`src/rtl/uart_tx_core.sv`:
```
// uart_tx_core: UART transmitter. Takes one word per valid/ready handshake and
// sends it LSB first as start bit, DATA_BITS data bits, an optional even-parity
// bit and STOP_BITS stop bits, each held for CLK_DIV clocks.
// Optional feature: define UART_TX_PARITY_EN to insert the even-parity bit.
module uart_tx_core #(
  parameter int CLK_DIV   = 40,
  parameter int DATA_BITS = 8,
  parameter int STOP_BITS = 1
) (
  input  logic                 clk,
  input  logic                 reset_n,
  input  logic [DATA_BITS-1:0] tx_data,
  input  logic                 tx_valid,
  output logic                 tx_ready,
  output logic                 tx,
  output logic                 tx_busy,
  output logic                 tx_done
);

  localparam int DIV_W = $clog2(CLK_DIV);
  localparam int BIT_W = $clog2(DATA_BITS);

  localparam logic [DIV_W-1:0] DIV_LAST  = DIV_W'(CLK_DIV - 1);
  localparam logic [BIT_W-1:0] DATA_LAST = BIT_W'(DATA_BITS - 1);
  localparam logic [BIT_W-1:0] STOP_LAST = BIT_W'(STOP_BITS - 1);

  typedef enum logic [2:0] {
    S_IDLE,
    S_START,
    S_DATA,
`ifdef UART_TX_PARITY_EN
    S_PARITY,
`endif
    S_STOP
  } state_t;

  state_t                 state_q, state_d;
  logic [DIV_W-1:0]       div_q, div_d;
  logic [BIT_W-1:0]       bit_q, bit_d;
  logic [DATA_BITS-1:0]   shreg_q, shreg_d;
  logic                   tx_q, tx_d;
  logic                   handshake;
  logic                   bit_end;
`ifdef UART_TX_PARITY_EN
  logic                   parity_q, parity_d;
`endif

  // Only IDLE accepts a word; busy is simply the complement.
  assign tx_ready  = (state_q == S_IDLE);
  assign tx_busy   = ~tx_ready;
  assign handshake = tx_valid && tx_ready;
  assign bit_end   = (div_q == DIV_LAST);
  assign tx        = tx_q;

  // Next-state, counter, shift and registered-line logic.
  always_comb begin
    // NOTE: every signal gets a default first so no path leaves it unassigned,
    // which would otherwise infer a latch.
    state_d  = state_q;
    div_d    = (state_q == S_IDLE || bit_end) ? '0 : div_q + DIV_W'(1);
    bit_d    = bit_q;
    shreg_d  = shreg_q;
    tx_done  = 1'b0;
`ifdef UART_TX_PARITY_EN
    parity_d = parity_q;
`endif

    case (state_q)
      S_IDLE: begin
        if (handshake) begin
          state_d  = S_START;
          shreg_d  = tx_data;
          bit_d    = '0;
`ifdef UART_TX_PARITY_EN
          parity_d = ^tx_data;
`endif
        end
      end
      S_START: begin
        if (bit_end) begin
          state_d = S_DATA;
          bit_d   = '0;
        end
      end
      S_DATA: begin
        if (bit_end) begin
          if (bit_q == DATA_LAST) begin
`ifdef UART_TX_PARITY_EN
            state_d = S_PARITY;
`else
            state_d = S_STOP;
`endif
            bit_d   = '0;
          end else begin
            bit_d   = bit_q + BIT_W'(1);
            shreg_d = shreg_q >> 1;
          end
        end
      end
`ifdef UART_TX_PARITY_EN
      S_PARITY: begin
        if (bit_end) begin
          state_d = S_STOP;
          bit_d   = '0;
        end
      end
`endif
      S_STOP: begin
        if (bit_end) begin
          if (bit_q == STOP_LAST) begin
            state_d = S_IDLE;
            bit_d   = '0;
            tx_done = 1'b1;
          end else begin
            bit_d   = bit_q + BIT_W'(1);
          end
        end
      end
      default: state_d = S_IDLE;
    endcase

    // The line level is a function of where the FSM is going, so it can be
    // registered and still change on the same edge as the state.
    case (state_d)
      S_START:  tx_d = 1'b0;
      S_DATA:   tx_d = shreg_d[0];
`ifdef UART_TX_PARITY_EN
      S_PARITY: tx_d = parity_d;
`endif
      default:  tx_d = 1'b1;
    endcase
  end

  // State, counters, shift register and line register.
  always_ff @(posedge clk or negedge reset_n) begin
    if (!reset_n) begin
      // NOTE: the shift register is reset along with the control state so an
      // aborted frame leaves no stale word behind.
      state_q  <= S_IDLE;
      div_q    <= '0;
      bit_q    <= '0;
      shreg_q  <= '0;
      tx_q     <= 1'b1;
`ifdef UART_TX_PARITY_EN
      parity_q <= 1'b0;
`endif
    end else begin
      // NOTE: non-blocking updates so every register samples pre-edge values.
      state_q  <= state_d;
      div_q    <= div_d;
      bit_q    <= bit_d;
      shreg_q  <= shreg_d;
      tx_q     <= tx_d;
`ifdef UART_TX_PARITY_EN
      parity_q <= parity_d;
`endif
    end
  end

endmodule

```
`config.mk`:
```
export PLATFORM = sky130hd
export DESIGN_NAME = uart_tx_core
export DESIGN_NICKNAME = d
export VERILOG_FILES = /design/src/rtl/uart_tx_core.sv
export SDC_FILE = /design/constraint.sdc
export NUM_CORES = 1
export LEC_CHECK = 0
export BUFFER_PORTS_ARGS = -buffer_cell sky130_fd_sc_hd__clkbuf_2
export CAP_MARGIN = 10
export CORE_AREA = 2 2 54 56
export CTS_CLUSTER_SIZE = 25
export DETAILED_ROUTE_END_ITERATION = 12
export DIE_AREA = 0 0 56 58
export SYNTH_ARGS = -nofsm -noshare
export SYNTH_HDL_FRONTEND = slang
export SYNTH_SLANG_ARGS = --single-unit
```
`constraint.sdc`:
```
create_clock -name clk -period 4.3 [get_ports clk]
set_clock_uncertainty 0.05 [all_clocks]
set_input_delay 0.86 -clock clk [delete_from_list [all_inputs] [get_ports clk]]
set_output_delay 0.86 -clock clk [all_outputs]
set_load 0.01 [all_outputs]
```
==> summary.txt <==
Logic synthesis
  • Number of instances in the synthesized netlist: 104
  • Post-Syn Area: 1130 um2
  • Most common flop cell mapped by yosys: dfrtp_1
  • Number of distinct library cells after synthesis: 44
  • Number of synthesized register bits: 21
  • Syn. warnings: 0
  • Synthesized area per cell: 10.9 um2
  • Number of enable flip-flop cells after synthesis: 0
  • Async set-or-reset flop fraction in the synthesized netlist: 1.00
  • Net Count, Synth: 119
  • Share of the yosys chip area belonging to registers: 0.465

Die
  • Starting Density: 0.426
  • Overall die width: 56 um
  • Core Box Area: 2660 um2
  • Standard-cell row count: 19
  • Num ports: 15
  • Die height: 58 um
  • Die area: 3250 um2

STA
  • Setup TNS Final: 0 ns
  • Final Critical Period: 2.59 ns
  • Final Max Tran Viols: 0
  • Slew of the pin with the lowest slew margin: 0.631 ns
  • Unrepaired setup endpoints after global routing: false
  • Crit share post-route: 0.602
  • Worst slew slack as a fraction of its limit: 0.577
  • Final hold slack: 0.417 ns
  • Number of endpoints failing setup at the final stage: 0
  • Highest Clock Rate: 0.387 GHz
  • Final Hold Fails: 0

Global route
  • Largest net degree at the start of global routing: 22
  • First-pass GRT wire length: 3580 um
  • GRT Residual Overflow: 0
  • Via count of the first global-routing pass: 797
  • Total routing usage reported by global routing: 0.141
  • Number of antenna violations at the first check in global routing: 0

Pwr
  • Leak Pwr: 0.609 nW
  • Portion of total power attributed to the clock network: 0.235
  • Part of the power in registers: 0.599
  • Areal power density over the cells: 332 nW/um2
  • Peak ir drop on the vdd network: 0.000173 V
  • Internal Pwr Total: 294 uW
  • Power dissipated by switching net loads: 115 uW
  • Switching power as a share of total power: 0.281
  • Gate power share: 0.166

Final layout
  • Leading cell type in the layout, fill and taps excluded: dfrtp_1
  • Area growth syn-to-layout: 8.50%
  • Number of fill cells: 276
  • N_diodes: 0
  • Most frequent cells in the layout: dfrtp_1 (20), clkbuf_2 (14), nor2_1 (10)
  • Share of final-layout standard cells stronger than drive strength 1: 0.222
  • Layout net count: 133

Routing
  • Wire per inst: 13.5 um
  • Detailed-routing iteration count for the pre-antenna-repair pass: 4
  • Drt drc: 0
  • Number of nets still failing antenna checks after routing: 0
  • Total wire length: 2000 um
  • Number of vias in the routed layout: 808
  • Number of DRC markers in iteration 0: 18
  • Mean number of vias per cell: 5.46

Clock tree
  • Post-cts gate resize count: 0
  • Worst-Skew Late Latency: 0.30 ns
  • Total number of H-tree levels: 1
  • Number of clock sinks: 21
  • Clock root buffer master: clkbuf_4
  • Number of hold buffers added after cts: 0
  • CTS Buffer Depth: 2
  • Number of clock buffers inserted by TritonCTS: 3
  • CTS tree: built
  • Clock-pin slew on the worst setup and hold paths: 0.12 ns
  • Number of buffers inserted to repair setup after CTS: 0

Setup path
  • Crit path capture type: output port
  • Number of cell instances on the worst register-to-register path: 6
  • Max FO, Critical Path: 5
  • Arrival time of data at the critical path endpoint: 1.68 ns
  • Required time at the endpoint of the critical path: 3.39 ns
  • Critical Path Source Type: flip-flop
  • Critical setup path kind: reg2out

Outcome
  • Result of the run: complete, no violations

Placement
  • Gpl congestion: 0.742
  • Count of buffers inserted at the top-level ports: 14
  • Detailed-placement wirelength estimate: 1460 um

Min path
  • Type of the most critical hold path: reg2reg
  • Cell count of the worst hold path: 1

Flow run
  • Count of max-cap constraint violations: 0
## Yosys cell counts (2+ instances only)
| cell type | n | area, um2 |
|---|---|---|
| dfrtp_1 | 20 | 500 |
| nand2_1 | 5 | 18.8 |
| xor2_1 | 2 | 17.5 |
| nand3_1 | 2 | 10.0 |
| inv_1 | 5 | 18.8 |
| a22o_1 | 6 | 52.6 |
| nor2_1 | 10 | 37.5 |
| and3_1 | 2 | 12.5 |
| buf_2 | 2 | 10.0 |
| a21o_1 | 6 | 45.0 |
| xnor2_1 | 2 | 17.5 |
| a21oi_2 | 2 | 17.5 |
| mux2i_1 | 3 | 30.0 |
| nand2b_1 | 2 | 12.5 |
| nor2b_1 | 2 | 12.5 |
| ha_1 | 4 | 50.1 |
| buf_6 | 2 | 22.5 |
## cell type report
cell class,instances,area (um2),area share
Timing Repair Buffer,14,70.1,0.0570
Clock buffer,3,22.5,0.0183
Clock inverter,1,5.00,0.00407
Multi-Input combinational cell,72,544,0.443
Inverter,6,22.5,0.0183
Tap cell,31,38.8,0.0315
Sequential cell,21,527,0.428
## final timing paths
check                          from  slack, ns    endpoint
min in group asynchronous   reset_n       0.45  shreg_q[1]
max in group asynchronous   reset_n       3.38          tx
max                        div_q[0]       1.71     tx_done
min                        div_q[0]       0.42    div_q[0]
min reg2reg                div_q[0]       0.42    div_q[0]
max reg2reg                bit_q[0]       2.08          tx
## sequential cells by signal (all words and copies together) (netlist names)
signal / count
state_q: 3
div_q: 6
bit_q: 3
tx: 1
shreg_q: 8
## metrics by stage
step	setup slack, ns	total power [mW]	utilization	instance area [um2]	std cells
after floorplan	2.22	0.296	-	1130	104
after global placement	2.05	0.315	0.452	1200	144
after detailed placement	1.95	0.318	0.452	1200	144
after CTS	1.69	0.418	0.462	1230	148
after global routing	1.59	0.436	0.462	1230	148
final	1.71	0.409	0.462	1230	148
## logic make-up (layout without fill, tap and decap cells)
| logic type | count (synthesis) | count (layout) | synth area share |
|---|---|---|---|
| DFF | 21 | 21 | 0.465 |
| other | 1 | 1 | 0.00331 |
| AOI/OAI and AO/OA | 23 | 23 | 0.163 |
| buffers and inverters | 11 | 24 | 0.0552 |
| adders and majority gates | 4 | 4 | 0.0442 |
| muxes | 5 | 5 | 0.0497 |
| xor gates and xnor gates | 4 | 4 | 0.0309 |
| and+or+nand+nor | 35 | 35 | 0.189 |
## routing by layer
metal | GRT usage | vias up | part of all wire
met4 | 0.0612 | 0 | 0.014
met1 | 0.181 | 396 | 0.49
met2 | 0.232 | 15 | 0.46
li1 | - | 393 | -
met5 | 0 | - | 0
met3 | 0.0290 | 4 | 0.037
## power by group through the flow
stage	Combinational [mW]	Clock, mW	Sequential (mW)
after global routing	0.0772	0.110	0.249
after floorplan	0.0542	0	0.242
after global placement	0.0674	0	0.248
final	0.0679	0.0959	0.245
after detailed placement	0.0696	0	0.248
after CTS	0.0697	0.103	0.245
## critical path, stage by stage, from the launching register on
cell      delay [ns]
dfrtp_1         0.39
ha_1            0.21
and4bb_4        0.27
and2_1          0.16
and4_1          0.21
clkbuf_2        0.14
Note: power is estimated with default switching activity, not from simulation.
